==> src/rtl/sram_pkg.sv <==
// Shared types and constants for the three-port SRAM arbiter.
// Holds the FSM encoding, port count, timeout counter width and the round-robin step helper.
package sram_pkg;

    localparam int NPORTS = 3;
    localparam int TCNT_W = 7;

    typedef enum logic [1:0] {
        ST_IDLE    = 2'd0,
        ST_BUSY    = 2'd1,
        ST_RELEASE = 2'd2
    } state_t;

    // Next port in round-robin order; an out-of-range index restarts at port 0.
    function automatic logic [1:0] next_port(input logic [1:0] i_port);
        logic [1:0] r_next;
        r_next = (i_port >= 2'd2) ? 2'd0 : i_port + 2'd1;
        return r_next;
    endfunction

endpackage

==> src/rtl/rr_select3.sv <==
// Combinational round-robin picker for three requesters.
// The search begins one past the most recent grant and wraps around.
module rr_select3
    import sram_pkg::*;
(
    input  logic [2:0] i_request,
    input  logic [1:0] i_last,
    output logic       o_valid,
    output logic [1:0] o_grant
);

    logic [1:0] w_first;
    logic [1:0] w_second;
    logic [1:0] w_third;

    assign w_first  = next_port(i_last);
    assign w_second = next_port(w_first);
    assign w_third  = next_port(w_second);
    assign o_valid  = |i_request;

    always_comb begin
        o_grant = w_first;
        if (i_request[w_first]) begin
            o_grant = w_first;
        end else if (i_request[w_second]) begin
            o_grant = w_second;
        end else if (i_request[w_third]) begin
            o_grant = w_third;
        end
    end

endmodule

==> src/rtl/sram_arbiter.sv <==
// Three-port round-robin arbiter in front of a single-request SRAM interface,
// with a BUSY-cycle timeout that aborts a stalled access.
//
// state      | meaning
// -----------+-----------------------------------------------------------
// ST_IDLE    | no transaction; arbitrate the pending requests each cycle
// ST_BUSY    | o_sram_request high, waiting for i_sram_ready or timeout
// ST_RELEASE | one-cycle gap; o_pN_ready pulses for the granted port
module sram_arbiter
    import sram_pkg::*;
#(
    parameter int TIMEOUT = 63
) (
    input  logic        i_clock,
    input  logic        i_reset_n,

    input  logic        i_p0_request,
    input  logic        i_p0_rw,
    input  logic [31:0] i_p0_address,
    input  logic [31:0] i_p0_wdata,
    output logic [31:0] o_p0_rdata,
    output logic        o_p0_ready,

    input  logic        i_p1_request,
    input  logic        i_p1_rw,
    input  logic [31:0] i_p1_address,
    input  logic [31:0] i_p1_wdata,
    output logic [31:0] o_p1_rdata,
    output logic        o_p1_ready,

    input  logic        i_p2_request,
    input  logic        i_p2_rw,
    input  logic [31:0] i_p2_address,
    input  logic [31:0] i_p2_wdata,
    output logic [31:0] o_p2_rdata,
    output logic        o_p2_ready,

    output logic        o_sram_request,
    output logic        o_sram_rw,
    output logic [31:0] o_sram_address,
    output logic [31:0] o_sram_wdata,
    input  logic [31:0] i_sram_rdata,
    input  logic        i_sram_ready,

    output logic        o_busy,
    output logic        o_error
);

    localparam logic [TCNT_W-1:0] TIMEOUT_LAST = TCNT_W'(TIMEOUT - 1);

    state_t              r_state;
    state_t              w_state_next;
    logic [1:0]          r_last;
    logic [1:0]          r_grant;
    logic                r_sram_request;
    logic                r_sram_rw;
    logic [31:0]         r_sram_address;
    logic [31:0]         r_sram_wdata;
    logic [31:0]         r_rdata [NPORTS];
    logic [NPORTS-1:0]   r_ready;
    logic                r_error;
    logic [TCNT_W-1:0]   r_count;

    logic [2:0]          w_request;
    logic                w_valid;
    logic [1:0]          w_grant;
    logic                w_grant_en;
    logic                w_capture;
    logic                w_abort;
    logic                w_sel_rw;
    logic [31:0]         w_sel_address;
    logic [31:0]         w_sel_wdata;

    assign w_request = {i_p2_request, i_p1_request, i_p0_request};

    rr_select3 u_rr_select3 (
        .i_request (w_request),
        .i_last    (r_last),
        .o_valid   (w_valid),
        .o_grant   (w_grant)
    );

    always_comb begin
        w_sel_rw      = i_p0_rw;
        w_sel_address = i_p0_address;
        w_sel_wdata   = i_p0_wdata;
        case (w_grant)
            2'd1: begin
                w_sel_rw      = i_p1_rw;
                w_sel_address = i_p1_address;
                w_sel_wdata   = i_p1_wdata;
            end
            2'd2: begin
                w_sel_rw      = i_p2_rw;
                w_sel_address = i_p2_address;
                w_sel_wdata   = i_p2_wdata;
            end
            default: ;
        endcase
    end

    // Completion is checked before the timeout so a coinciding ready wins.
    always_comb begin
        w_state_next = r_state;
        w_grant_en   = 1'b0;
        w_capture    = 1'b0;
        w_abort      = 1'b0;
        case (r_state)
            ST_IDLE: begin
                if (w_valid) begin
                    w_grant_en   = 1'b1;
                    w_state_next = ST_BUSY;
                end
            end
            ST_BUSY: begin
                if (i_sram_ready) begin
                    w_capture    = 1'b1;
                    w_state_next = ST_RELEASE;
                end else if (r_count >= TIMEOUT_LAST) begin
                    w_abort      = 1'b1;
                    w_state_next = ST_RELEASE;
                end
            end
            ST_RELEASE: begin
                w_state_next = ST_IDLE;
            end
            default: begin
                w_state_next = ST_IDLE;
            end
        endcase
    end

    always_ff @(posedge i_clock or negedge i_reset_n) begin
        if (!i_reset_n) begin
            r_state <= ST_IDLE;
        end else begin
            r_state <= w_state_next;
        end
    end

    always_ff @(posedge i_clock or negedge i_reset_n) begin
        if (!i_reset_n) begin
            r_last         <= 2'd2;
            r_grant        <= 2'd0;
            r_sram_request <= 1'b0;
            r_sram_rw      <= 1'b0;
            r_sram_address <= '0;
            r_sram_wdata   <= '0;
            r_ready        <= '0;
            r_error        <= 1'b0;
            r_count        <= '0;
            for (int i = 0; i < NPORTS; i++) begin
                r_rdata[i] <= '0;
            end
        end else begin
            r_error <= w_abort;
            r_ready <= (w_capture || w_abort) ? (3'b001 << r_grant) : 3'b000;

            // Counter sits at zero outside BUSY, so every BUSY entry starts from zero.
            if (r_state == ST_BUSY) begin
                r_count <= r_count + {{(TCNT_W-1){1'b0}}, 1'b1};
            end else begin
                r_count <= '0;
            end

            if (w_grant_en) begin
                r_grant        <= w_grant;
                r_last         <= w_grant;
                r_sram_request <= 1'b1;
                r_sram_rw      <= w_sel_rw;
                r_sram_address <= w_sel_address;
                r_sram_wdata   <= w_sel_wdata;
            end

            if (w_capture || w_abort) begin
                r_sram_request <= 1'b0;
            end

            for (int i = 0; i < NPORTS; i++) begin
                if (w_capture && !r_sram_rw && (r_grant == 2'(i))) begin
                    r_rdata[i] <= i_sram_rdata;
                end
            end
        end
    end

    assign o_sram_request = r_sram_request;
    assign o_sram_rw      = r_sram_rw;
    assign o_sram_address = r_sram_address;
    assign o_sram_wdata   = r_sram_wdata;
    assign o_p0_rdata     = r_rdata[0];
    assign o_p1_rdata     = r_rdata[1];
    assign o_p2_rdata     = r_rdata[2];
    assign o_p0_ready     = r_ready[0];
    assign o_p1_ready     = r_ready[1];
    assign o_p2_ready     = r_ready[2];
    assign o_busy         = (r_state != ST_IDLE);
    assign o_error        = r_error;

endmodule

==> config.mk <==
export PLATFORM = sky130hd
export DESIGN_NAME = sram_arbiter
export DESIGN_NICKNAME = d
export VERILOG_FILES = /design/src/rtl/sram_pkg.sv /design/src/rtl/rr_select3.sv /design/src/rtl/sram_arbiter.sv
export SDC_FILE = /design/constraint.sdc
export NUM_CORES = 1
export LEC_CHECK = 0
export CAP_MARGIN = 40
export CORE_AREA = 2 2 156 158
export DETAILED_ROUTE_END_ITERATION = 10
export DIE_AREA = 0 0 158 160
export GPL_TIMING_DRIVEN = 0
export PLACE_DENSITY_LB_ADDON = 0.05
export SLEW_MARGIN = 15
export SYNTH_ARGS = -nofsm -noshare
export SYNTH_HDL_FRONTEND = slang
export SYNTH_HIERARCHICAL = 1
export SYNTH_SLANG_ARGS = --single-unit
==> constraint.sdc <==
create_clock -name i_clock -period 6.27 [get_ports i_clock]
set_clock_uncertainty 0.1 [all_clocks]
set_input_delay 1.254 -clock i_clock [delete_from_list [all_inputs] [get_ports i_clock]]
set_output_delay 1.254 -clock i_clock [all_outputs]
set_load 0.1 [all_outputs]
## Word level (Yosys, flattened, before mapping)

Index checks and enable logic that the tools add are counted.

- Logic and storage cells: 74
- Memories kept: 0
- Input port bits: 233
- Flip-flop bits (word level): 179
- RAM bits: 0
- Latch bits: 0
- Memory bits (read-only): 0

- Reductions and logical operators: 12
- $mul: 0
- Bitwise operators: 0
- Equal/unequal tests: 7
- Shift operators: 1
- Div/mod/pow operators: 0
- Add/subtract/negate cells: 4
- Order comparisons: 7
- Mux-type cells: 30

Operator list:

| operator | count |
|---|---|
| $pmux 32 s2 | 2 |
| $mux 2 | 9 |
| $mux 1 | 12 |
| $lt 2x3->1 const B | 3 |
| $add 7x1->7 const B | 1 |
| $ge 7x6->1 const B | 1 |
| $mux 7 | 1 |
| $add 2x1->2 const B | 3 |
| $bmux 1 s2 | 3 |
| $eq 2x1->1 const B | 3 |
| $ge 2x2->1 const B | 3 |
| $eq 2x2->1 const B | 2 |
| $logic_and 1x1->1 | 4 |
| $logic_not 2->1 | 2 |
| $pmux 2 s2 | 1 |
| $reduce_bool 2->1 | 2 |
| $mux 3 | 1 |
| $ne 3x3->1 const B | 1 |
| $reduce_or 3->1 | 1 |
| $shl 1x2->3 const A | 1 |
| $ne 2x1->1 const B | 1 |
| $pmux 1 s2 | 1 |
| $reduce_and 2->1 | 1 |
| $logic_not 1->1 | 1 |
| $logic_or 1x1->1 | 1 |

## Depth between registers and ports, before layout

- Depth in word-level cells: 13
- Gate-level depth with buffers: 8

## By module

The synthesis kept the hierarchy.

Modules (own cells, without submodules):

| module | area each (um^2) | cells an instance | seq. area each (um^2) | times used |
|---|---|---|---|---|
| sram_arbiter | 8,304.2 | 642 | 4,455.5 | 1 |
| rr_select3 | 75.1 | 11 | 0.0 | 1 |

## Worst setup path after synthesis

Ideal clock, no wire load.

- Path kind: input to register
- From: input i_p2_request
- To: register r_sram_address[0] (netlist: o_sram_address[0])
- Slack: 3,278 ps
- Path buffers: 2
- Required time: 6,078 ps
- Stages on the path: 7
- Data arrival time: 2,800 ps
- Setup time: 92 ps
- Cells stage by stage: o21bai_1 a311o_1 ha_1 buf_2 clkbuf_1 a221oi_1 o31ai_2

- Cells in the longest elaborated chain, start to end: 7
- Elaborated cells between the ends (all ways): 15
- Classes of those cells: eq/ne (2); mux (12); reduce/logical (1)

RTL lines:

| item | line | source |
|---|---|---|
| from (decl) | sram_arbiter.sv:31 | `input logic i_p2_request,` |
| $bmux 1 s2 | rr_select3.sv:27 | `end else if (i_request[w_third]) begin` |
| $mux 1 (not written as such) | rr_select3.sv:27 |  |
| $mux 2 | rr_select3.sv:27 |  |
| $mux 2 | rr_select3.sv:25 | `end else if (i_request[w_second]) begin` |
| $mux 2 (*) | rr_select3.sv:23 | `if (i_request[w_first]) begin` |
| via w_grant[1] | sram_arbiter.sv:66 | `logic [1:0] w_grant;` |
| $eq 2x2->1 or $eq 2x1->1 (tied branches) | sram_arbiter.sv:87 | `case (w_grant)` |
| $pmux 32 s2 (*) | sram_arbiter.sv:87 |  |
| to (signal assigned) | sram_arbiter.sv:171 | `r_sram_address <= w_sel_address;` |
| to (decl) | sram_arbiter.sv:57 | `logic [31:0] r_sram_address;` |

Mark *: on every way through the listed nets, which the timed path passes. The rest lies on a longest branch. The select of a mux whose other input is x is not followed.
A chain may end at the register's enable or synchronous reset.

## Worst setup path after layout

- From: input i_p2_request
- To: register r_sram_wdata[12] (netlist: o_sram_wdata[12])

- Cells in the longest elaborated chain, start to end: 7
- Elaborated cells between the ends (all ways): 15
- Classes of those cells: eq/ne (2); mux (12); reduce/logical (1)

RTL lines:

| item | line | source |
|---|---|---|
| $bmux 1 s2 | rr_select3.sv:27 |  |
| $mux 1 (not written as such) | rr_select3.sv:27 |  |
| $mux 2 | rr_select3.sv:27 |  |
| $mux 2 | rr_select3.sv:25 |  |
| $mux 2 (*) | rr_select3.sv:23 |  |
| via w_grant[1] | sram_arbiter.sv:66 |  |
| $eq 2x2->1 or $eq 2x1->1 (tied branches) | sram_arbiter.sv:87 |  |
| $pmux 32 s2 (*) | sram_arbiter.sv:87 |  |
| to (signal assigned) | sram_arbiter.sv:172 | `r_sram_wdata <= w_sel_wdata;` |
| to (decl) | sram_arbiter.sv:58 | `logic [31:0] r_sram_wdata;` |

Marked as above.

==> results.cfg <==
[outcome]
status = finished, final reports clean

[route]
viasPerCell = 4.86
ant_nets = 0
vias = 7672
dr.pass1.iters = 5
drt_iter0_markers = 305
wire_per_inst_um = 19.6
route.detailed.drc = 0
wl_mm = 30.9

[sta]
worst_pin_slew_ns = 0.899
final-setup-viol-count = 0
period_minus_slack_ns = 3.91
hold_ws_ns = 0.378
rsz0062_at_grt = no
slew_viol_final = 0
min_period_over_period = 0.624
slew_headroom = 0.401
finalHoldViolCount = 0
fmax_mhz = 256

[worst_setup_path]
path_max_fanout = 10
worstPathRequired_ns = 6.44
crit_type = in -> reg
critPathTopFamily = compound AO/OA/AOI/OAI gates
r2r_setup_slack_ns = 3.26
arrival_ns = 4.09
crit_path_end_kind = flip-flop
path_buf_inv = 3
slowest_delay_ns = 0.79
cp-start-kind = input port
path_cells = clkdlybuf4s50_1 -> o21bai_1 -> a311o_1 -> ha_1 -> buf_2 -> clkbuf_1 -> a221oi_1 -> o31ai_1
slowest_stage = a221oi_1

[floorplan]
ioPinCount = 400
core-area_um2 = 23800
design.die.area_um2 = 25300
die_h_um = 160
start_util = 0.352
die_x_um = 158
core.rowCount = 57

[worst_hold_path]
hold_class = reg -> reg

[synth]
synthArstFlopShare = 1.00
yosysSeqAreaShare = 0.532
syn-num-nets = 890
synth_cells = 653
synth_edf_count = 0
synth_top_area_share = 0.529
ys_ff_latch = 178
syn_area_per_cell_um2 = 12.8
synthTopCellsByArea = dfrtp_1 (53%), mux2_2 (8.9%), o31ai_2 (7.5%)
synth_top_area_cell = dfrtp_1
synth.distinct_cells = 42
ys.flop_type = dfrtp_1
yosys_warnings = 6
synth_area_um2 = 8380

[clock_network]
post-cts-setup-buffers = 0
clock_latency_ns = 0.43
clock_path_buffers = 2
clock_tree.root_cell = clkbuf_16
ctsHoldBuffers = 0
post_cts_resize_count = 0
cts_tree = yes
htreeDepth = 4
clkTransAtPathRegs_ns = 0.08
cts_buffers = 17
clock_sinks = 178

[cells_and_area]
final_cell_mix = clkdlybuf4s50_1 (398), dfrtp_1 (177), buf_16 (89)
fin_cells = 1577
area_growth_pct = 103
final_common_cell = clkdlybuf4s50_1
final_util = 0.715
drive_gt1_frac = 0.301
fin_nets = 1476

[placement]
place_hpwl_mm = 25.0
gp_congestion = 0.806
placed_cells = 1544
numPortBuffers = 399

[grt]
gr-total-overflow = 0
grt_pass1_wl_mm = 47.5
grt_max_degree = 94
grt_antenna_before_repair = 2
grt_util_all_layers = 0.247
grt_pass1_vias = 8301

[run]
maxCapViolations = 0
[stage by stage]
step | setup slack, ns | TNS [ns] | instance area (um^2)
after floorplan | 3.28 | 0 | 8380
after global placement | -4.01 | -708.14 | 12800
after detailed placement | 1.98 | 0 | 16400
after CTS | 2.42 | 0 | 17000
after global routing | 2.27 | 0 | 17000
final | 2.36 | 0 | 17000
[worst paths after layout]
kind,startpoint,endpoint,depth (start not counted)
setup reg to reg,r_last[1]$_DFFE_PN1P_,o_sram_wdata[12]$_DFFE_PN0P_,7
min in group asynchronous,i_reset_n,o_p0_rdata[19]$_DFFE_PN0P_,1
setup / recovery,i_p2_request,o_sram_wdata[12]$_DFFE_PN0P_,8
hold reg to reg,o_sram_wdata[23]$_DFFE_PN0P_,o_sram_wdata[23]$_DFFE_PN0P_,2
hold / removal,o_sram_wdata[23]$_DFFE_PN0P_,o_sram_wdata[23]$_DFFE_PN0P_,2
max in group asynchronous,i_reset_n,o_sram_wdata[11]$_DFFE_PN0P_,2
[worst reg2reg max path: cells and delay by family, from the launching register on]
kind | cells | cell delay [ns]
AO/OA/AOI/OAI | 3 | 1.28
AND/OR/NAND/NOR | 1 | 0.06
flip-flops | 1 | 0.56
adder cells (fa/ha/maj) | 1 | 0.33
buffers and inverters | 2 | 0.54
[area by class of cell]
class / count / area (um^2)
Antenna cell: 1 / 2.50
Buffer: 53 / 320
Clock buffer: 18 / 439
Clock inverter: 14 / 165
Fill cell: 1672 / 6790
Inverter: 7 / 26.3
Multi-Input combinational cell: 415 / 3580
Sequential cell: 178 / 4460
Tap cell: 324 / 405
Timing Repair Buffer: 567 / 7630
[per-layer routing]
metal	track usage	routed length (um)	up-vias
met5	0	17	-
met4	0.0799	920	2
met3	0.0676	2210	62
met2	0.454	16700	304
met1	0.274	11100	3730
li1	-	-	3574
[synth_stat cells, types with 2 or more instances]
cell and n:
nand3_1 2, nor2_1 10, inv_1 7, nor2b_1 66, nand2_1 69, or3_1 2
mux2_4 30, o21ai_0 7, buf_1 4, buf_6 15, buf_2 7, xor2_1 2
dfrtp_1 177, ha_1 4, a221oi_1 65, mux2_2 66, a21oi_1 3, o31ai_1 15
clkbuf_1 27, o31ai_2 50, nor3b_1 2, o21bai_1 2, nand2b_1 2
[logic make-up (layout without fill, tap and decap cells)]
| family | after synthesis | after routing | synth area share |
|---|---|---|---|
| DFF | 178 | 178 | 0.532 |
| buffers and inverters | 60 | 659 | 0.0414 |
| muxes | 96 | 96 | 0.142 |
| and+or+nand+nor | 166 | 166 | 0.107 |
| xor gates and xnor gates | 3 | 3 | 0.00314 |
| adders and majority gates | 4 | 4 | 0.00597 |
| other | 0 | 1 | 0 |
| AOI/OAI and AO/OA | 146 | 146 | 0.168 |
[state kept, by name (all words and copies together), names as in the netlist]
register / flops
o_p1_rdata: 32
r_count: 7
o_sram_address: 32
r_state: 2
o_sram_wdata: 32
r_last: 2
r_grant: 1
o_sram_rw: 1
o_sram_request: 1
o_p0_rdata: 32
o_error: 1
r_ready: 3
o_p2_rdata: 32
Power is not shown: default switching activity piles up to over one toggle a cycle in this logic, so the estimate is an artifact.
